<file path="src/rtl/pipe_ctrl.sv">
// ---------------------------------------------------------------------------
// pipe_ctrl : pipeline hazard controller
//
// Turns per-stage stall requests into a per-register hold vector using
// "stall the requesting stage and everything upstream". It also runs a
// registered flush/redirect sequencer and a consecutive-stall watchdog.
//
// Ports
//   clk           in   clock (single domain)
//   rst           in   synchronous active-high reset
//   stallreq      in   [STAGES-1:0] bit i = stall request from stage i+1
//   flushreq      in   flush/redirect request, sampled on rising clk
//   flush_pc_in   in   [31:0] redirect target, captured with flushreq
//   stall         out  [STAGES:0] bit 0 = PC, bit s = reg after stage s
//   flush         out  clear pipeline registers / load new_pc into PC
//   new_pc        out  [31:0] registered redirect target
//   stall_cycles  out  [CNT_W-1:0] consecutive stalled cycles (saturating)
//   stall_timeout out  sticky watchdog flag
// ---------------------------------------------------------------------------
module pipe_ctrl #(
  parameter int STAGES       = 5,
  parameter int FLUSH_CYCLES = 1,
  parameter int MAX_STALL    = 64,
  parameter int CNT_W        = $clog2(MAX_STALL + 1)
) (
  input  logic              clk,
  input  logic              rst,
  input  logic [STAGES-1:0] stallreq,
  input  logic              flushreq,
  input  logic [31:0]       flush_pc_in,
  output logic [STAGES:0]   stall,
  output logic              flush,
  output logic [31:0]       new_pc,
  output logic [CNT_W-1:0]  stall_cycles,
  output logic              stall_timeout
);

  localparam int               FC_W    = (FLUSH_CYCLES > 1) ? $clog2(FLUSH_CYCLES) : 1;
  localparam logic [FC_W-1:0]  FC_LOAD = FC_W'(FLUSH_CYCLES - 1);
  localparam logic [CNT_W-1:0] MAX_C   = CNT_W'(MAX_STALL);

  typedef enum logic {
    S_IDLE  = 1'b0,
    S_FLUSH = 1'b1
  } state_t;

  state_t           r_state, w_state_next;
  logic [FC_W-1:0]  r_fcnt, w_fcnt_next;
  logic [31:0]      r_new_pc, w_new_pc_next;
  logic [CNT_W-1:0] r_stall_cycles, w_stall_cycles_next;
  logic             r_timeout, w_timeout_next;
  logic [STAGES:0]  w_stall_raw;
  logic [STAGES:0]  w_stall;

  // Register s must hold when any stage at or downstream of stage s requests
  // a stall, i.e. bit s = OR of stallreq[STAGES-1:s-1]. Bit 0 (PC) holds on
  // any request. This yields the "highest requester wins" thermometer code.
  genvar gi;
  generate
    for (gi = 0; gi <= STAGES; gi++) begin : g_stall
      if (gi == 0) begin : g_pc
        assign w_stall_raw[gi] = |stallreq;
      end else begin : g_reg
        assign w_stall_raw[gi] = |stallreq[STAGES-1:gi-1];
      end
    end
  endgenerate

  // flush comes straight from the state register; no path from flushreq.
  assign flush   = (r_state == S_FLUSH);
  assign w_stall = (rst || flush) ? '0 : w_stall_raw;

  assign stall         = w_stall;
  assign new_pc        = r_new_pc;
  assign stall_cycles  = r_stall_cycles;
  assign stall_timeout = r_timeout;

  always_comb begin
    w_state_next        = r_state;
    w_fcnt_next         = r_fcnt;
    w_new_pc_next       = r_new_pc;
    w_stall_cycles_next = r_stall_cycles;
    w_timeout_next      = r_timeout;

    // Flush sequencer: a new request always (re)starts the sequence so the
    // newest redirect wins and back-to-back requests leave no idle gap.
    case (r_state)
      S_IDLE: begin
        if (flushreq) begin
          w_state_next  = S_FLUSH;
          w_fcnt_next   = FC_LOAD;
          w_new_pc_next = flush_pc_in;
        end
      end
      S_FLUSH: begin
        if (flushreq) begin
          w_fcnt_next   = FC_LOAD;
          w_new_pc_next = flush_pc_in;
        end else if (r_fcnt == '0) begin
          w_state_next = S_IDLE;
        end else begin
          w_fcnt_next = r_fcnt - 1'b1;
        end
      end
      default: begin
        w_state_next = S_IDLE;
        w_fcnt_next  = '0;
      end
    endcase

    // Watchdog: flush cycles already show stall = 0, so they reset the run.
    if (|w_stall) begin
      if (r_stall_cycles != MAX_C) begin
        w_stall_cycles_next = r_stall_cycles + 1'b1;
      end
      if (r_stall_cycles == MAX_C - 1'b1) begin
        w_timeout_next = 1'b1;
      end
    end else begin
      w_stall_cycles_next = '0;
    end

    // An accepted flush is the recovery action, so it clears the flag even
    // if the same edge would have set it.
    if (flushreq) begin
      w_timeout_next = 1'b0;
    end
  end

  always_ff @(posedge clk) begin
    if (rst) begin
      r_state        <= S_IDLE;
      r_fcnt         <= '0;
      r_new_pc       <= '0;
      r_stall_cycles <= '0;
      r_timeout      <= 1'b0;
    end else begin
      r_state        <= w_state_next;
      r_fcnt         <= w_fcnt_next;
      r_new_pc       <= w_new_pc_next;
      r_stall_cycles <= w_stall_cycles_next;
      r_timeout      <= w_timeout_next;
    end
  end

endmodule

</file>
<file path="config.mk">
export PLATFORM = sky130hd
export DESIGN_NAME = pipe_ctrl
export DESIGN_NICKNAME = d
export VERILOG_FILES = /design/src/rtl/pipe_ctrl.sv
export SDC_FILE = /design/constraint.sdc
export NUM_CORES = 1
export LEC_CHECK = 0
export BUFFER_PORTS_ARGS = -buffer_cell sky130_fd_sc_hd__buf_2
export CAP_MARGIN = 20
export CORE_ASPECT_RATIO = 1.2
export CORE_MARGIN = 10
export CORE_UTILIZATION = 39
export CTS_CLUSTER_SIZE = 40
export DETAILED_ROUTE_END_ITERATION = 10
export PLACE_DENSITY = 0.74
export SETUP_SLACK_MARGIN = 0.05
export SYNTH_ARGS = -nofsm -noshare
export SYNTH_HDL_FRONTEND = slang
export SYNTH_SLANG_ARGS = --single-unit
</file>
<file path="constraint.sdc">
create_clock -name clk -period 1.3 [get_ports clk]
set_input_delay 0.26 -clock clk [delete_from_list [all_inputs] [get_ports clk]]
set_output_delay 0.26 -clock clk [all_outputs]
set_load 0.02 [all_outputs]
</file>
==> impl_metrics.yaml, run 1 <==
logic_synthesis:
  synth_ff_type: "dfxtp_1"
  syn-cell-area_um2: 1610
  ys_seq_area_share_pct: 51.0
  syn_inst: 160
  yosys_warnings: 0
  yosys.area.top_type: "dfxtp_1"
  synth_top_area_share_pct: 51.0
  synth_edf_count: 0
  async_flop_share_pct: 0
  synth_fp_nets: 202
  ys_types: 31
  syn_avg_cell_area_um2: 10.1
  synth-seq-cells: 41
  netlist_top_cells_area: "dfxtp_1 (51%), mux2i_1 (20%), nor2_1 (7.9%), ha_1 (1.6%), nor3_1 (1.6%)"
clocking:
  numCtsBuffers: 5
  cts_sinks: 41
  cts_root_buf: "clkbuf_8"
  cts_tree: "yes"
  path_clk_slew_ns: 0.08
  cts_buffer_depth: 2
  cts_hold_buf: 0
  htree_levels: 2
  clock_latency_ns: 0.29
timing:
  setup_viol: 5
  relSlewSlack_pct: 77.5
  worst_pin_slew_ns: 0.335
  fmax_mhz: 726
  fin_setup_tns_ns: -0.251
  finalHoldViolCount: 0
  fin_crit_sh_pct: 106
  worst_slack_ns: -0.0770
  holdWs_ns: 0.199
  rsz0062_at_grt: "true"
  min_period_ns: 1.38
  fin_skew_ns: 0.00744
  drv_slew: 0
power_and_ir_drop:
  power-per-cell-area_nw_per_um2: 1130
  peakVddDrop_uv: 713
  p_leak_uw: 0.00119
  p_total_uw: 2680
route:
  vias_per_cell: 4.74
  drtAntennaViolNets: 0
  routed_wl_mm: 4.41
  num_vias: 1470
  drc: 0
  wl_per_cell_um: 14.2
  drt-pass1-iter-count: 3
  detailedRoute.firstIterationViolations: 61
floorplan:
  io_pins: 87
  initial_utilization_pct: 40.5
  fp.dieH_um: 90.4
  rows: 25
  dieArea_um2: 7110
  core_um2: 3970
  die-width_um: 78.7
run_status:
  status: "finished with violations"
  violations: "setup timing"
cells_and_area:
  instances_no_fill: 310
  n_antenna_cell: 0
  area_growth_syn_to_layout_pct: 47.0
  layout_common_cells: "buf_2 (78), dfxtp_1 (35), nor2_1 (33)"
  final_common_cell: "buf_2"
  drive_above_1_share_pct: 48.4
  fin_nets: 298
grt:
  antenna_found_initial: 0
  met3_usage_pct: 5.78
  grt_pass1_wl_mm: 7.36
  gr-total-overflow: 0
  use_met1_pct: 12.3
  grt-busiest-layer: "met2"
  grtUsageMet2_pct: 22.2
  grt_use_total_pct: 12.7
  grt_pass1_vias: 1530
  grt_max_degree: 27
place:
  dpl.hpwl_mm: 3.41
  globalplace.congestion: 0.773
  port_buffers: 86
  dp.cells: 300
critical_path:
  crit_path_end_kind: "primary output"
  cp.arrival_ns: 1.12
  crit_path_start_kind: "flip-flop"
  critPathKind: "flip-flop to primary output"
  path_max_fanout: 5
  cp.required_ns: 1.04
  r2r_slack_ns: 0.02
run:
  maxCapViolCount: 0
worst_hold_path:
  hp-class: "input pin to flip-flop"
[synthesized netlist by cell type, types with 2 or more instances]
library cell	count
a21oi_1	3
and2_1	2
buf_2	4
clkbuf_1	3
dfxtp_1	41
ha_1	2
inv_1	4
mux2i_1	32
nand2_1	3
nand3_1	3
nor2_1	34
nor3_1	5
nor4_1	3
o21ai_0	2
or3_1	2
xor2_1	2
[per-stage QoR]
step	cell area, um2	setup WS (ns)	util [%]
floorplan	1630	-0.00775	-
global placement	2170	0.00543	54.6
detailed placement	2170	0.00586	54.6
CTS	2320	-0.0811	58.5
global route	2370	-0.123	59.6
finish	2370	-0.0770	59.6
[routing by layer]
layer / vias to the layer above / part of all wire, %
li1: 737 / -
met1: 679 / 38
met2: 48 / 51
met3: 6 / 8.6
met4: 0 / 2.1
met5: - / 0
[flip-flops by register name (all words and copies together) (netlist names)]
| signal | cells |
|---|---|
| flush | 1 |
| new_pc | 32 |
| stall_cycles | 7 |
| stall_timeout | 1 |
[cell families after synthesis]
logic type / Yosys count / synth area share [%]
xor+xnor: 3 / 1.63
fa+ha+maj: 2 / 1.55
compound gates: 12 / 5.52
mux: 32 / 19.9
flops: 41 / 51.0
buf+inv: 13 / 3.57
simple gates: 57 / 16.9
[final timing paths]
check                  startpoint              end  cells past startpoint
setup reg to reg  stall_cycles[3]  stall_cycles[3]                      3
hold / removal     flush_pc_in[0]        new_pc[0]                      3
setup / recovery            flush         stall[1]                      3
hold reg to reg         new_pc[4]        new_pc[4]                      2
[worst max-delay path: stages (launching register included)]
cell and delay [ns]:
dfxtp_4 0.37, a211o_4 0.28, inv_4 0.06, buf_6 0.11
[power breakdown]
part           total [uW]  internal (uW)  switching (uW)
clock network         845            420             425
logic                 476            214             262
registers            1360           1320            41.4
total                2680           1950             728
[area by class of cell]
cell class	count	area, um2
multi-input cells	106	786
inverters	4	17.5
well taps	54	67.6
flip-flops and latches	41	838
clock inverters	1	7.51
clock buffers	6	82.6
repair buffers	98	568
fillers	346	1610
[timing repair]
action / 4_1_cts / 5_1_grt
setup buffers: 3 / 0
setup endpoints to repair: 9 / 14
pin swaps: 4 / 1
gates resized for setup: 14 / 10
Power figures use the tool's default switching activity.
==> run 2, diff against run 1 <==
--- a/config.mk
+++ b/config.mk
@@ -5,14 +5,15 @@
 export SDC_FILE = /design/constraint.sdc
 export NUM_CORES = 1
 export LEC_CHECK = 0
+export ABC_AREA = 1
 export BUFFER_PORTS_ARGS = -buffer_cell sky130_fd_sc_hd__buf_2
 export CAP_MARGIN = 20
 export CORE_ASPECT_RATIO = 1.2
 export CORE_MARGIN = 10
-export CORE_UTILIZATION = 39
+export CORE_UTILIZATION = 40
 export CTS_CLUSTER_SIZE = 40
 export DETAILED_ROUTE_END_ITERATION = 10
-export PLACE_DENSITY = 0.74
+export PLACE_DENSITY = 0.75
 export SETUP_SLACK_MARGIN = 0.05
 export SYNTH_ARGS = -nofsm -noshare
 export SYNTH_HDL_FRONTEND = slang
==> run 2 against run 1 <==
  * The run still ends with setup timing left
  * Count of clock-buffer cells in the layout increased by 1
  * Sequential share of layout area increased by 1.0 points
  * Total power decreased by 3.0%
  * Worst setup slack improved by 0.037 ns
  * Combinational power decreased by 8.2%
  * Flip-flop and latch count unchanged
  * Clock skew decreased by 0.0059 ns
  * Utilization decreased by 2.0 points
  * Global-route usage decreased by 0.30 points
  * Via count increased by 10%
  * Final cell count increased by 14%
  * Largest cell class unchanged
==> impl_metrics.yaml, run 2 <==
cells_and_area:
  fin_nets: 341
  drive_above_1_share_pct: 41.1
  area_growth_syn_to_layout_pct: 39.7
  nFillCells: 400
  n_antenna_cell: 0
  final_common_cell: "buf_2"
  layout_common_cells: "buf_2 (80), nand2_1 (75), dfxtp_1 (38)"
  largest_reg_flops: 32
power_and_ir_drop:
  p_sw_share_pct: 26.4
  p_switching_uw: 686
  power_frac_clock_pct: 31.2
  p_seq_share_pct: 52.0
  power-per-cell-area_nw_per_um2: 1150
  p_comb_share_pct: 16.8
  peakVddDrop_uv: 733
  p_leak_uw: 0.00111
  p_int_uw: 1910
timing:
  min_period_ns: 1.34
  fmax_mhz: 746
  relSlewSlack_pct: 76.8
  fin_skew_ns: 0.00152
  rsz0062_at_grt: "true"
  holdWs_ns: 0.221
  drv_slew: 0
  fin_crit_sh_pct: 103
  worst_slack_ns: -0.0399
  setup_viol: 4
  worst_pin_slew_ns: 0.348
  finalHoldViolCount: 0
clocking:
  cts_buffer_depth: 2
  cts_hold_buf: 0
  clock_latency_ns: 0.28
  cts_tree: "yes"
  cts_sinks: 41
  numCtsBuffers: 5
  path_clk_slew_ns: 0.07
  cts_root_buf: "clkbuf_8"
  htree_levels: 2
floorplan:
  initial_utilization_pct: 41.2
  core_um2: 3940
  rows: 25
  die-width_um: 78.2
  io_pins: 87
  fp.dieH_um: 89.8
  dieArea_um2: 7020
run_status:
  status: "finished with violations"
  violations: "setup timing"
logic_synthesis:
  ys_types: 21
  syn_avg_cell_area_um2: 7.77
  syn-cell-area_um2: 1620
  synth_edf_count: 0
  post-synth-top-count-cell: "nand2_1"
  synth_common_cells: "nand2_1 (75), dfxtp_1 (41), a21oi_1 (36)"
  yosys_warnings: 0
  synth_ff_type: "dfxtp_1"
  ys_seq_area_share_pct: 50.5
  netlist_top_cells_area: "dfxtp_1 (51%), nand2_1 (17%), a21oi_1 (11%), inv_1 (2.8%), nor2_1 (2.5%)"
  async_flop_share_pct: 0
  syn_inst: 209
  yosys.area.top_type: "dfxtp_1"
  synth_top_area_share_pct: 50.5
  synth-seq-cells: 41
  synth_fp_nets: 251
route:
  wl_per_cell_um: 12.8
  drc: 0
  detailedRoute.firstIterationViolations: 75
  vias_per_cell: 4.59
  drt-pass1-iter-count: 4
  routed_wl_mm: 4.52
  drtAntennaViolNets: 0
  num_vias: 1621
grt:
  gr-total-overflow: 0
  grt_max_degree: 34
  grt_pass1_vias: 1567
  grt_pass1_wl_mm: 7.29
  grt_use_total_pct: 12.4
  antenna_found_initial: 0
place:
  dpl.hpwl_mm: 3.42
  port_buffers: 86
  pre_cts_ws_ns: 0.0885
  globalplace.congestion: 0.761
run:
  maxCapViolCount: 0
critical_path:
  cp.required_ns: 1.04
  crit_path_end_kind: "primary output"
  critPathKind: "flip-flop to primary output"
  cp.arrival_ns: 1.08
  crit_path_start_kind: "flip-flop"
  path_max_fanout: 4
worst_hold_path:
  hp-class: "input pin to flip-flop"
==> run 2: power by group through the flow <==
stage | sequential (uW) | clock (uW) | combinational, uW
4_1_cts | 1350 | 851 | 434
5_1_grt | 1360 | 902 | 484
6_report | 1350 | 812 | 437
3_3_place_gp | 1380 | 0 | 403
2_1_floorplan | 1460 | 0 | 167
3_5_place_dp | 1380 | 0 | 409
==> run 2: cell type report <==
cell class	instances	area [um2]	share of cell area [%]
Inverter	13	53.8	2.37
Timing Repair Buffer	95	528	23.3
Tap cell	54	67.6	2.98
Clock buffer	7	86.3	3.81
Sequential cell	41	827	36.5
Multi-Input combinational cell	143	706	31.1
==> run 2: worst max-delay path: stages (launching register included) <==
cell	delay [ns]
dfxtp_4	0.36
nor2_8	0.12
inv_4	0.06
a21oi_2	0.12
buf_6	0.13
==> run 2: kinds of logic (layout without fill, tap and decap cells) <==
logic type	after synthesis	count (layout)	synth area share [%]
buf+inv	25	115	7.40
compound gates	38	38	12.2
fa+ha+maj	2	2	1.54
flops	41	41	50.5
simple gates	101	101	27.3
xor+xnor	2	2	1.08
==> run 2: timing repair <==
action,4_1_cts,5_1_grt
resized for setup,15,7
cloned,0,0
setup buffers,2,1
endpoints found under the setup margin,6,11
pin swaps,2,0
==> run 2: final timing paths <==
path | from | slack, ns | endpoint | cells past startpoint
min | flush_pc_in[23] | 0.22 | new_pc[23] | 3
max reg2reg | stall_cycles[1] | 0.16 | stall_timeout | 5
max | flush | -0.04 | stall[3] | 4
min reg2reg | new_pc[9] | 0.46 | new_pc[9] | 2
==> run 2: metrics by stage <==
stage	std cells	cell area [um2]	power [uW]	utilization [%]	setup TNS, ns
finish	353	2270	2600	57.6	-0.110
detailed placement	343	2100	1790	53.2	0
global placement	343	2100	1780	53.2	0
floorplan	209	1630	1630	-	0
global route	353	2270	2750	57.6	-0.399
CTS	352	2240	2640	56.8	-0.159
==> run 2: per-layer routing <==
| metal | track usage (%) | wire length (um) |
|---|---|---|
| met2 | 21.3 | 2220 |
| met3 | 6.57 | 411 |
| met4 | 3.74 | 53 |
| met1 | 12.6 | 1830 |
| met5 | 0 | 0 |
